File: src/rtl/rpn_stack_ctrl.sv
// rpn_stack_ctrl -- operand stack and ALU sequencer for the 4-bit RPN calculator.
//
// Accepts push-operand / apply-operator commands and keeps the operand stack.
// For each accepted operator it launches exactly one ALU operation and writes
// the result back in place of the two operands. The top of stack goes to the
// display mux.
//
// Optional feature: define ALU_TIMEOUT_EN to bound the wait for the ALU to
// TIMEOUT cycles. The TIMEOUT parameter exists only in that build. Without the
// macro, the wait is unbounded and err_timeout is tied to 0.
//
// Ports:
//   clk, rst          rising-edge clock, synchronous active-low reset
//   cmd_valid/ready   command handshake (see below)
//   cmd_is_op         0 = push cmd_data, 1 = apply operator cmd_data[1:0]
//   cmd_data          4-bit operand or opcode
//   alu_start         one-cycle launch strobe
//   alu_opcode/a/b    opcode and operands, held from launch until the result
//   alu_done/result   result strobe and value from the ALU
//   top, depth        top of stack (0 when empty) and entries in use
//   err_overflow      sticky: push while full
//   err_underflow     sticky: operator with fewer than two entries
//   err_timeout       sticky: ALU never answered (ALU_TIMEOUT_EN only)
//   state_dbg         current sequencer state (IDLE=0, ISSUE=1, WAIT=2, WRITE=3)
//
// Handshake: a command transfers on a rising edge where cmd_valid and cmd_ready
// are both 1. cmd_ready is 1 only while idle. The source must hold a command,
// unchanged, until it transfers. Errors are flagged but never stall the
// interface.
module rpn_stack_ctrl #(
   parameter int DEPTH = 4,
   parameter int WIDTH = 8
`ifdef ALU_TIMEOUT_EN
   ,
   parameter int TIMEOUT = 16
`endif
) (
   input  logic                         clk,
   input  logic                         rst,
   input  logic                         cmd_valid,
   output logic                         cmd_ready,
   input  logic                         cmd_is_op,
   input  logic [3:0]                   cmd_data,
   output logic                         alu_start,
   output logic [1:0]                   alu_opcode,
   output logic [WIDTH-1:0]             alu_a,
   output logic [WIDTH-1:0]             alu_b,
   input  logic                         alu_done,
   input  logic [WIDTH-1:0]             alu_result,
   output logic [WIDTH-1:0]             top,
   output logic [$clog2(DEPTH+1)-1:0]   depth,
   output logic                         err_overflow,
   output logic                         err_underflow,
   output logic                         err_timeout,
   output logic [1:0]                   state_dbg
);

   localparam int DW = $clog2(DEPTH + 1);
   localparam int IW = (DEPTH > 1) ? $clog2(DEPTH) : 1;

   typedef enum logic [1:0] {
      S_IDLE  = 2'd0,
      S_ISSUE = 2'd1,
      S_WAIT  = 2'd2,
      S_WRITE = 2'd3
   } state_t;

   state_t           state, state_nx;
   logic [WIDTH-1:0] entry [DEPTH];
   logic [WIDTH-1:0] res;
   logic [IW-1:0]    push_idx, top_idx, sec_idx;
   logic             accept;
   logic             tmo_hit;

   // The indices are only used when the depth checks make them valid. So
   // truncating them to the array index width is safe.
   assign push_idx  = IW'(depth);
   assign top_idx   = IW'(depth - DW'(1));
   assign sec_idx   = IW'(depth - DW'(2));

   assign accept    = cmd_valid && (state == S_IDLE);
   assign cmd_ready = (state == S_IDLE);
   assign alu_start = (state == S_ISSUE);
   assign state_dbg = state;

   always_comb begin
      top = '0;
      if (depth != '0) top = entry[top_idx];
   end

   // ---------------- sequencer ----------------
   always_ff @(posedge clk) begin
      if (!rst) state <= S_IDLE;
      else      state <= state_nx;
   end

   always_comb begin
      state_nx = state;
      case (state)
         S_IDLE:  if (accept && cmd_is_op && (depth >= DW'(2))) state_nx = S_ISSUE;
         S_ISSUE: state_nx = S_WAIT;
         // A result on the last allowed cycle still counts, so alu_done is
         // checked before the timeout.
         S_WAIT:  if (alu_done)     state_nx = S_WRITE;
                  else if (tmo_hit) state_nx = S_IDLE;
         S_WRITE: state_nx = S_IDLE;
         default: state_nx = S_IDLE;
      endcase
   end

   // ---------------- stack and ALU interface ----------------
   always_ff @(posedge clk) begin
      if (!rst) begin
         for (int i = 0; i < DEPTH; i++) entry[i] <= '0;
         depth         <= '0;
         res           <= '0;
         alu_opcode    <= '0;
         alu_a         <= '0;
         alu_b         <= '0;
         err_overflow  <= 1'b0;
         err_underflow <= 1'b0;
      end else begin
         case (state)
            S_IDLE: begin
               if (accept) begin
                  if (!cmd_is_op) begin
                     if (depth < DW'(DEPTH)) begin
                        entry[push_idx] <= WIDTH'(cmd_data);
                        depth           <= depth + DW'(1);
                     end else begin
                        err_overflow <= 1'b1;
                     end
                  end else if (depth >= DW'(2)) begin
                     // Operands are captured here and held through WAIT. The
                     // stack cannot change while the operation is in flight.
                     alu_opcode <= cmd_data[1:0];
                     alu_a      <= entry[sec_idx];
                     alu_b      <= entry[top_idx];
                  end else begin
                     err_underflow <= 1'b1;
                  end
               end
            end
            S_WAIT:  if (alu_done) res <= alu_result;
            S_WRITE: begin
               entry[sec_idx] <= res;
               depth          <= depth - DW'(1);
            end
            default: ;
         endcase
      end
   end

   // ---------------- optional ALU watchdog ----------------
`ifdef ALU_TIMEOUT_EN
   localparam int CW = $clog2(TIMEOUT + 1);
   logic [CW-1:0] wait_cnt;

   // wait_cnt numbers the WAIT cycles from 0. The operation is abandoned at
   // the end of WAIT cycle number TIMEOUT-1, which leaves the stack untouched.
   assign tmo_hit = (state == S_WAIT) && !alu_done && (wait_cnt == CW'(TIMEOUT - 1));

   always_ff @(posedge clk) begin
      if (!rst) begin
         wait_cnt    <= '0;
         err_timeout <= 1'b0;
      end else begin
         if (state == S_ISSUE)     wait_cnt <= '0;
         else if (state == S_WAIT) wait_cnt <= wait_cnt + CW'(1);
         if (tmo_hit) err_timeout <= 1'b1;
      end
   end
`else
   assign tmo_hit     = 1'b0;
   assign err_timeout = 1'b0;
`endif

endmodule
File: config.mk
export PLATFORM = sky130hd
export DESIGN_NAME = rpn_stack_ctrl
export DESIGN_NICKNAME = d
export VERILOG_FILES = /design/src/rtl/rpn_stack_ctrl.sv
export SDC_FILE = /design/constraint.sdc
export NUM_CORES = 1
export LEC_CHECK = 0
export CAP_MARGIN = 10
export CORE_ASPECT_RATIO = 0.5
export CORE_MARGIN = 2
export CORE_UTILIZATION = 50
export CTS_CLUSTER_DIAMETER = 50
export DETAILED_ROUTE_END_ITERATION = 10
export HOLD_SLACK_MARGIN = 0.03
export PLACE_DENSITY = 0.75
export SYNTH_ARGS = -nofsm -noshare
export SYNTH_HDL_FRONTEND = slang
export SYNTH_SLANG_ARGS = --single-unit
File: constraint.sdc
create_clock -name clk -period 3.4 [get_ports clk]
set_input_delay 0.68 -clock clk [delete_from_list [all_inputs] [get_ports clk]]
set_output_delay 0.68 -clock clk [all_outputs]
set_load 0.02 [all_outputs]
==> impl_metrics.ini <==
[worst_hold_path]
holdPathStages = 2
holdCritPathClass = flip-flop to flip-flop
holdPathEnd = res[2]$_SDFFE_PN0P_
hold_start = res[2]$_SDFFE_PN0P_

[power_and_ir_drop]
power_leakage_nw = 1.529
power.density_mw_per_mm2 = 626.5
clockPowerShare_pct = 32.4
p_sw_mw = 0.7827
p_seq_share_pct = 37.3
vdd.ir_drop.worst_mv = 0.3105
p_total_mw = 2.562
p_comb_share_pct = 30.3
internal_power_mw = 1.780
swShare_pct = 30.55

[setup_path]
critical_path_class = flip-flop to output pin
r2r-end = entry[0][5]$_SDFFCE_PN0P_
cpPeakStageDelay_ps = 570
crit_family = buffers and inverters
startpoint_type = flip-flop
path_cells = inv_1, ha_2, mux4_2, and2_1, clkdlybuf4s50_1
rr_worst_depth = 4
crit_buf_inv = 2
cp_slowest_cell = mux4_2
critPathCaptureType = output pin
rr_startpoint = state_dbg[1]$_SDFFE_PN0P_
r2r_slack_ps = 950
crit_required_ps = 2720
crit_fanout = 9
cp_data_arrival_time_ps = 2560

[cts]
worstSkewPairLatency_ps = 320
cts_tree = built
clock-sinks = 65
cts_made_buffers = 9
post_cts.repair.setup_buffers = 0
ctsLongestPathBuffers = 2
path_clk_slew_ps = 50
cts.htree.levels = 3
root_buffer = clkbuf_16

[timing]
slew_violations = 0
fin_ws_ps = 162.4
rsz0062_at_grt = false
finalHoldViolCount = 0
period_share_pct = 95.22
finalCriticalPeriod_ps = 3238
worst_slew_pin_slew_ps = 1114
timing.setup.tns_ps = 0
fmax_mhz = 308.9
setup_viol = 0
slew-limit-headroom_pct = 24.94
skew_ps = 7.085

[synthesis]
synth_edf_count = 32
ys_seq_area_share_pct = 49.79
ys_types = 48
synth_flop_cell = dfxtp_1
netlist_area_sq_mm = 0.003257
synth-seq-cells = 65
synthArstFlopShare_pct = 0
ys_warn_count = 0
syn_inst = 272
syn_avg_cell_area_sq_um = 11.97
syn-num-nets = 297

[global_route]
grt_usage_pct = 22.16
grt_first_pass_wirelength_mm = 11.93
grt_pass1_vias = 2252
grt_max_degree = 35
grt-ovfl-total = 0
grt_antenna_before_repair = 0

[job]
cap_viol_max_count = 0

[detailed_routing]
via_per_inst = 5.797
drc = 0
wl_mm = 7.315
wl_per_cell_um = 17.67
drt_iter0_markers = 203
ant_nets = 0
dr.pass1.iters = 4
vias = 2400

[finish]
diodes = 0
final_cell_mix = 51 x clkdlybuf4s50_1, 33 x dfxtp_1, 32 x edfxtp_1, 17 x and3_1, 17 x nand2_1
syn_to_final_growth_pct = 25.59
final_common_cell = clkdlybuf4s50_1
drive_above_1_share_pct = 17.18
fin_nets = 346
final_area_sq_mm = 0.004090

[die]
io_pins = 53
rows = 20
die_w_um = 118.1
die-area_sq_mm = 0.007215
core-area_sq_mm = 0.006181
initial_utilization_pct = 52.69
die_h_um = 61.07

[place]
placedInstanceArea_sq_mm = 0.003814
gp_congestion = 0.8401
port_buffers = 51
dp_slack_ps = 353.0
hpwl_mm = 5.228

[status]
status = complete, no violations
[worst max path at each step]
stage                     cells past startpoint                  start      to  slack [ps]
after floorplan                               8  depth[0]$_SDFFE_PN0P_  top[0]         240
after global placement                        5  depth[1]$_SDFFE_PN0P_  top[5]         390
after detailed placement                      5  depth[1]$_SDFFE_PN0P_  top[4]         350
after CTS                                     5  depth[1]$_SDFFE_PN0P_  top[4]         130
after global routing                          5  depth[1]$_SDFFE_PN0P_  top[5]          30
final                                         5  depth[1]$_SDFFE_PN0P_  top[4]         160
[logic make-up (layout without fill, tap and decap cells)]
kind of cell / count (synthesis) / after routing / share of synthesized area, %
adder cells (fa/ha/maj): 8 / 8 / 3.073
other: 1 / 1 / 0.1151
XOR/XNOR: 1 / 1 / 0.2690
buffers and inverters: 34 / 88 / 5.417
flip-flops: 65 / 65 / 49.79
AO/OA/AOI/OAI: 54 / 54 / 13.33
AND/OR/NAND/NOR: 89 / 89 / 15.67
multiplexers: 20 / 20 / 12.33
[routing by layer]
| metal | global-route usage, % | routed length (um) |
|---|---|---|
| met4 | 8.262 | 76 |
| met3 | 6.944 | 669 |
| met5 | 0 | 0 |
| met2 | 33.77 | 3218 |
| met1 | 30.58 | 3350 |
[worst register-to-register path, stage by stage (launching register included)]
cell     delay, ps
dfxtp_1        370
ha_1           230
nor4_1         240
a32oi_1        280
o21ai_0        940
[sequential cells by signal (all words and copies together) (netlist names)]
signal	count
alu_b	8
entry	32
alu_opcode	2
depth	3
alu_a	8
state_dbg	2
err_overflow	1
err_underflow	1
res	8
[through the flow]
step	std cells	utilization, %	hold WS [ps]
after floorplan	272	-	431.9
after global placement	398	61.70	449.7
after CTS	414	66.17	463.0
after detailed placement	398	61.70	456.5
after global routing	414	66.17	486.0
final	414	66.17	460.2
[timing repair]
action / CTS / global route
gates resized for setup: 1 / 0
endpoints found under the setup margin: 3 / 0
hold buffers: 0 / 0
[power groups by stage]
stage,Combinational (mW),Clock (mW),Sequential (mW)
after floorplan,0.511,0,0.984
after global placement,0.754,0,0.966
after detailed placement,0.772,0,0.969
after CTS,0.781,0.845,0.954
after global routing,0.847,0.882,0.964
final,0.776,0.831,0.955
[layout make-up]
| type | instances | area (sq um) |
|---|---|---|
| clock buffers | 12 | 246.5 |
| fillers | 484 | 2091 |
| clock inverters | 4 | 27.53 |
| multi-input cells | 173 | 1461 |
| repair buffers | 60 | 578.1 |
| inverters | 12 | 45.04 |
| well taps | 88 | 110.1 |
| flip-flops and latches | 65 | 1622 |
[cell usage after synthesis, drive strengths merged (5+ instances only)]
master,n,area (sq um)
clkbuf,7,26.28
and3,17,106.4
edfxtp,32,960.9
nand2,17,63.81
nor3,12,65.06
and2,14,90.09
a41oi,5,58.81
o21ai,7,35.03
dfxtp,33,660.6
inv,12,45.04
nand3,12,65.06
buf,15,105.1
a21oi,13,65.06
a22o,16,147.6
ha,8,100.1
mux4,16,360.4
Power figures use the tool's default switching activity.
==> edit 1 (same flow settings) <==
Change the parameter `WIDTH` from 8 to 12.
--- a/src/rtl/rpn_stack_ctrl.sv
+++ b/src/rtl/rpn_stack_ctrl.sv
@@ -29,7 +29,7 @@
 // interface.
 module rpn_stack_ctrl #(
    parameter int DEPTH = 4,
-   parameter int WIDTH = 8
+   parameter int WIDTH = 12
 `ifdef ALU_TIMEOUT_EN
    ,
    parameter int TIMEOUT = 16
Ports: changed (resized alu_a, alu_b, alu_result and top); port bits go from 53 to 69. No check against the original RTL was run, so the function may have changed too.
==> edit 1 against the original RTL <==
Total power up 28%; sequential cell count up 28; clock power increased by 13%; worst setup slack lost 0.069 ns; routed wire length up 38%; cell area increased by 32%; count of clock-buffer cells in the layout down 3; clock skew about the same; synthesized area rose by 33%; register-to-register slack got worse by 0.07 ns; critical path depth rose by 1; sequential share of layout area up 3.7 points; combinational power rose by 26%.
==> edit 1: results (changes against the original RTL) <==
stage	metric	value	unit	change
layout	largest_reg_flops	48		+50%
detailed_routing	drt_pre_antenna_iters	5		+1
critical_path	arrival	2.63	ns	+0.07 ns
cts	post_cts_resize_count	2		+1
layout	final-seq-area	2340	sq um	+44%
timing	slew-limit-headroom	0.538		+0.288
placed_design	port_buffers	67		+31%
yosys	ys_seq_area_frac	0.542		+0.0438
critical_path	reg2reg_depth	5		+1
detailed_routing	vias	3216		+34%
placed_design	place_ws	0.284	ns	-0.0694 ns
global_route	grt_util_all_layers	0.229		+0.00698
layout	final_nets	442		+28%
cts	cts.sinks	93		+43%
layout	bufAreaShareNonClock	0.145		+0.00325
power	powerSeq	1370	uW	+43%
yosys	syn_avg_cell_area	12.4	sq um	+3.5%
global_route	grt_pass1_vias	2870		+27%
timing	whs	0.475	ns	+0.0144 ns
layout	nMultiInputCombCells	218		+26%
run_status	status	finished clean		
power	p_leak	0.00206	uW	+34%
layout	stdcell_area	5400	sq um	+32%
layout	clk_share	0.0526		-0.0144
yosys	synth_fp_nets	378		+27%
==> edit 1: cell count changes in the layout (fill, tap and decap cells not counted), moves of 11 or more <==
cell,change
and2_1,+27
edfxtp_1,+16
a22o_1,+14
dfxtp_1,+12
clkdlybuf4s50_1,+11
nand2_1,+11
==> edit 1: cell families (layout without fill, tap and decap cells) <==
group	count (synthesis)	after routing	share of synthesized area
adder cells (fa/ha/maj)	8	8	0.0231
buffers and inverters	38	107	0.0405
AND/OR/NAND/NOR	114	114	0.144
flip-flops	93	93	0.542
XOR/XNOR	1	1	0.00203
other	1	1	0.000867
multiplexers	28	28	0.134
AO/OA/AOI/OAI	66	66	0.114
==> edit 1: metal layers <==
metal	GRT usage	share of wire	wire length, um	vias up
met1	0.360	0.48	4810	1563
met2	0.300	0.41	4180	199
met4	0.0532	0.010	105	0
met5	0	0	0	-
li1	-	-	-	1444
met3	0.0753	0.099	1000	10
==> edit 2 (same flow settings) <==
Without the edit above. Put one more register stage on the output `err_underflow`, with the module's reset. The value now appears one clock later. The other outputs are not delayed to match.
--- a/src/rtl/rpn_stack_ctrl.sv
+++ b/src/rtl/rpn_stack_ctrl.sv
@@ -65,6 +65,8 @@
       S_WRITE = 2'd3
    } state_t;
 
+   logic err_underflow_s0;
+
    state_t           state, state_nx;
    logic [WIDTH-1:0] entry [DEPTH];
    logic [WIDTH-1:0] res;
@@ -118,7 +120,7 @@
          alu_a         <= '0;
          alu_b         <= '0;
          err_overflow  <= 1'b0;
-         err_underflow <= 1'b0;
+         err_underflow_s0 <= 1'b0;
       end else begin
          case (state)
             S_IDLE: begin
@@ -137,7 +139,7 @@
                      alu_a      <= entry[sec_idx];
                      alu_b      <= entry[top_idx];
                   end else begin
-                     err_underflow <= 1'b1;
+                     err_underflow_s0 <= 1'b1;
                   end
                end
             end
@@ -175,4 +177,12 @@
    assign err_timeout = 1'b0;
 `endif
 
+   always_ff @(posedge clk) begin
+      if (!rst) begin
+         err_underflow <= '0;
+      end else begin
+         err_underflow <= err_underflow_s0;
+      end
+   end
+
 endmodule
Check against the original RTL: not equivalent (Yosys sat finds a counterexample within 4 cycles, from zero or initial values and one cycle with rst low).
==> edit 2 against the original RTL <==
Fmax is 0.53% higher; synthesized area grew 1.3%; sequential share of layout area rose by 0.15 points; register-to-register slack better by 0.13 ns; cell area rose by 0.86%; hold slack better by 0.0035 ns; worst setup slack improved by 0.017 ns; clock power fell by 3.9%; routed wire length increased by 0.90%; sequential cell count grew 1; total power down 0.25%; clock skew decreased by 0.0023 ns; non-clock buffer count grew 1; sequential power increased by 2%; critical path type unchanged; critical endpoint is now top[0]; largest power group unchanged.
==> edit 2: results (changes against the original RTL) <==
stage	metric	value	unit	change
yosys	ys_top_cells_by_count	dfxtp_1, edfxtp_1, and2_1		
power	p_switching	793	uW	+1.3%
run_status	status	finished clean		
yosys	synth_compound_area_frac	0.144		+0.0112
layout	inverters	8		-4
layout	n_all_buffers	61		+1.7%
placed_design	place_ws	0.396	ns	+0.0435 ns
timing	worstMarginPinSlew	0.754	ns	-0.360 ns
global_route	grt_pass1_vias	2350		+4.4%
yosys	synthMuxAreaShare	0.121		-0.00197
global_route	grtUsageMet3	0.0667		-0.00278
yosys	synth_fa_ha_area_frac	0.0303		-0.000396
global_route	grt_use_met2	0.330		-0.00769
yosys	synth_fp_nets	308		+3.7%
detailed_routing	wl_met1	3490	um	+4.2%
detailed_routing	wl_per_cell	17.4	um	-1.5%
critical_path	arrival	2.54	ns	-0.02 ns
layout	stdcell_area	4130	sq um	+0.86%
layout	final_nets	357		+3.2%
power	vdd_drop_max	0.000257	V	-17%
layout	drive_above_1_share	0.128		-0.0438
layout	multi_input_area_share	0.363		+0.00576
layout	bufAreaShareNonClock	0.142		+0.000620
detailed_routing	drt_pre_antenna_iters	6		+2
placed_design	place_hpwl	5410	um	+3.4%
detailed_routing	drtIter0Drc	322		+59%
layout	final_cells	424		+2.4%
power	p_leak	0.00149	uW	-2.7%
placed_design	place_area	3860	sq um	+1.3%
yosys	synth_cell_types	43		-10%
detailed_routing	wl_met3	716	um	+7.0%
timing	fin_skew	0.00483	ns	-0.00226 ns
global_route	grt_util_all_layers	0.223		+0.00109
power	power	2560	uW	-0.25%
placed_design	gp_congestion	0.846		+0.68%
placed_design	place_inst	409		+2.8%
layout	nMultiInputCombCells	186		+7.5%
layout	num-fill-cells	483		-0.21%
yosys	synth_area_leaders	edfxtp_1, dfxtp_1, mux4_2, a22o_1, and2_1		
global_route	grtUsageMet1	0.319		+0.0131
yosys	ys_seq_area_frac	0.498		about the same
layout	final-seq-area	1640	sq um	+1.2%
edit 2: cell types whose count changed in the layout (fill, tap and decap cells not counted), sizes merged, moves of 4 or more:
cell / before / now
nor3: 12 / 3
nand3: 12 / 18
o21ai: 7 / 1
and2: 14 / 23
a21oi: 13 / 21
nor2: 3 / 8
clkinv: 2 / 6
and3: 17 / 6
inv: 13 / 5
edit 2: timing repair:
action	in CTS	in global routing
endpoints found under the setup margin	0	7
gates resized for setup	0	1
hold endpoints to repair	0	0
edit 2: worst paths after layout:
| kind | slack [ns] | cells after the start | end | startpoint |
|---|---|---|---|---|
| max reg2reg | 1.08 | 6 | entry[3][4] | state_dbg[0] |
| min reg2reg | 0.46 | 1 | err_underflow | err_underflow_s0 |
| min | 0.46 | 1 | err_underflow | err_underflow_s0 |
| max | 0.18 | 5 | top[0] | depth[1] |
edit 2: worst max-delay path, stage by stage (launching register included):
cell and delay (ns):
dfxtp_1 0.34, clkinv_1 0.10, ha_2 0.52, mux4_2 0.56
and2_1 0.17, clkdlybuf4s50_1 0.53
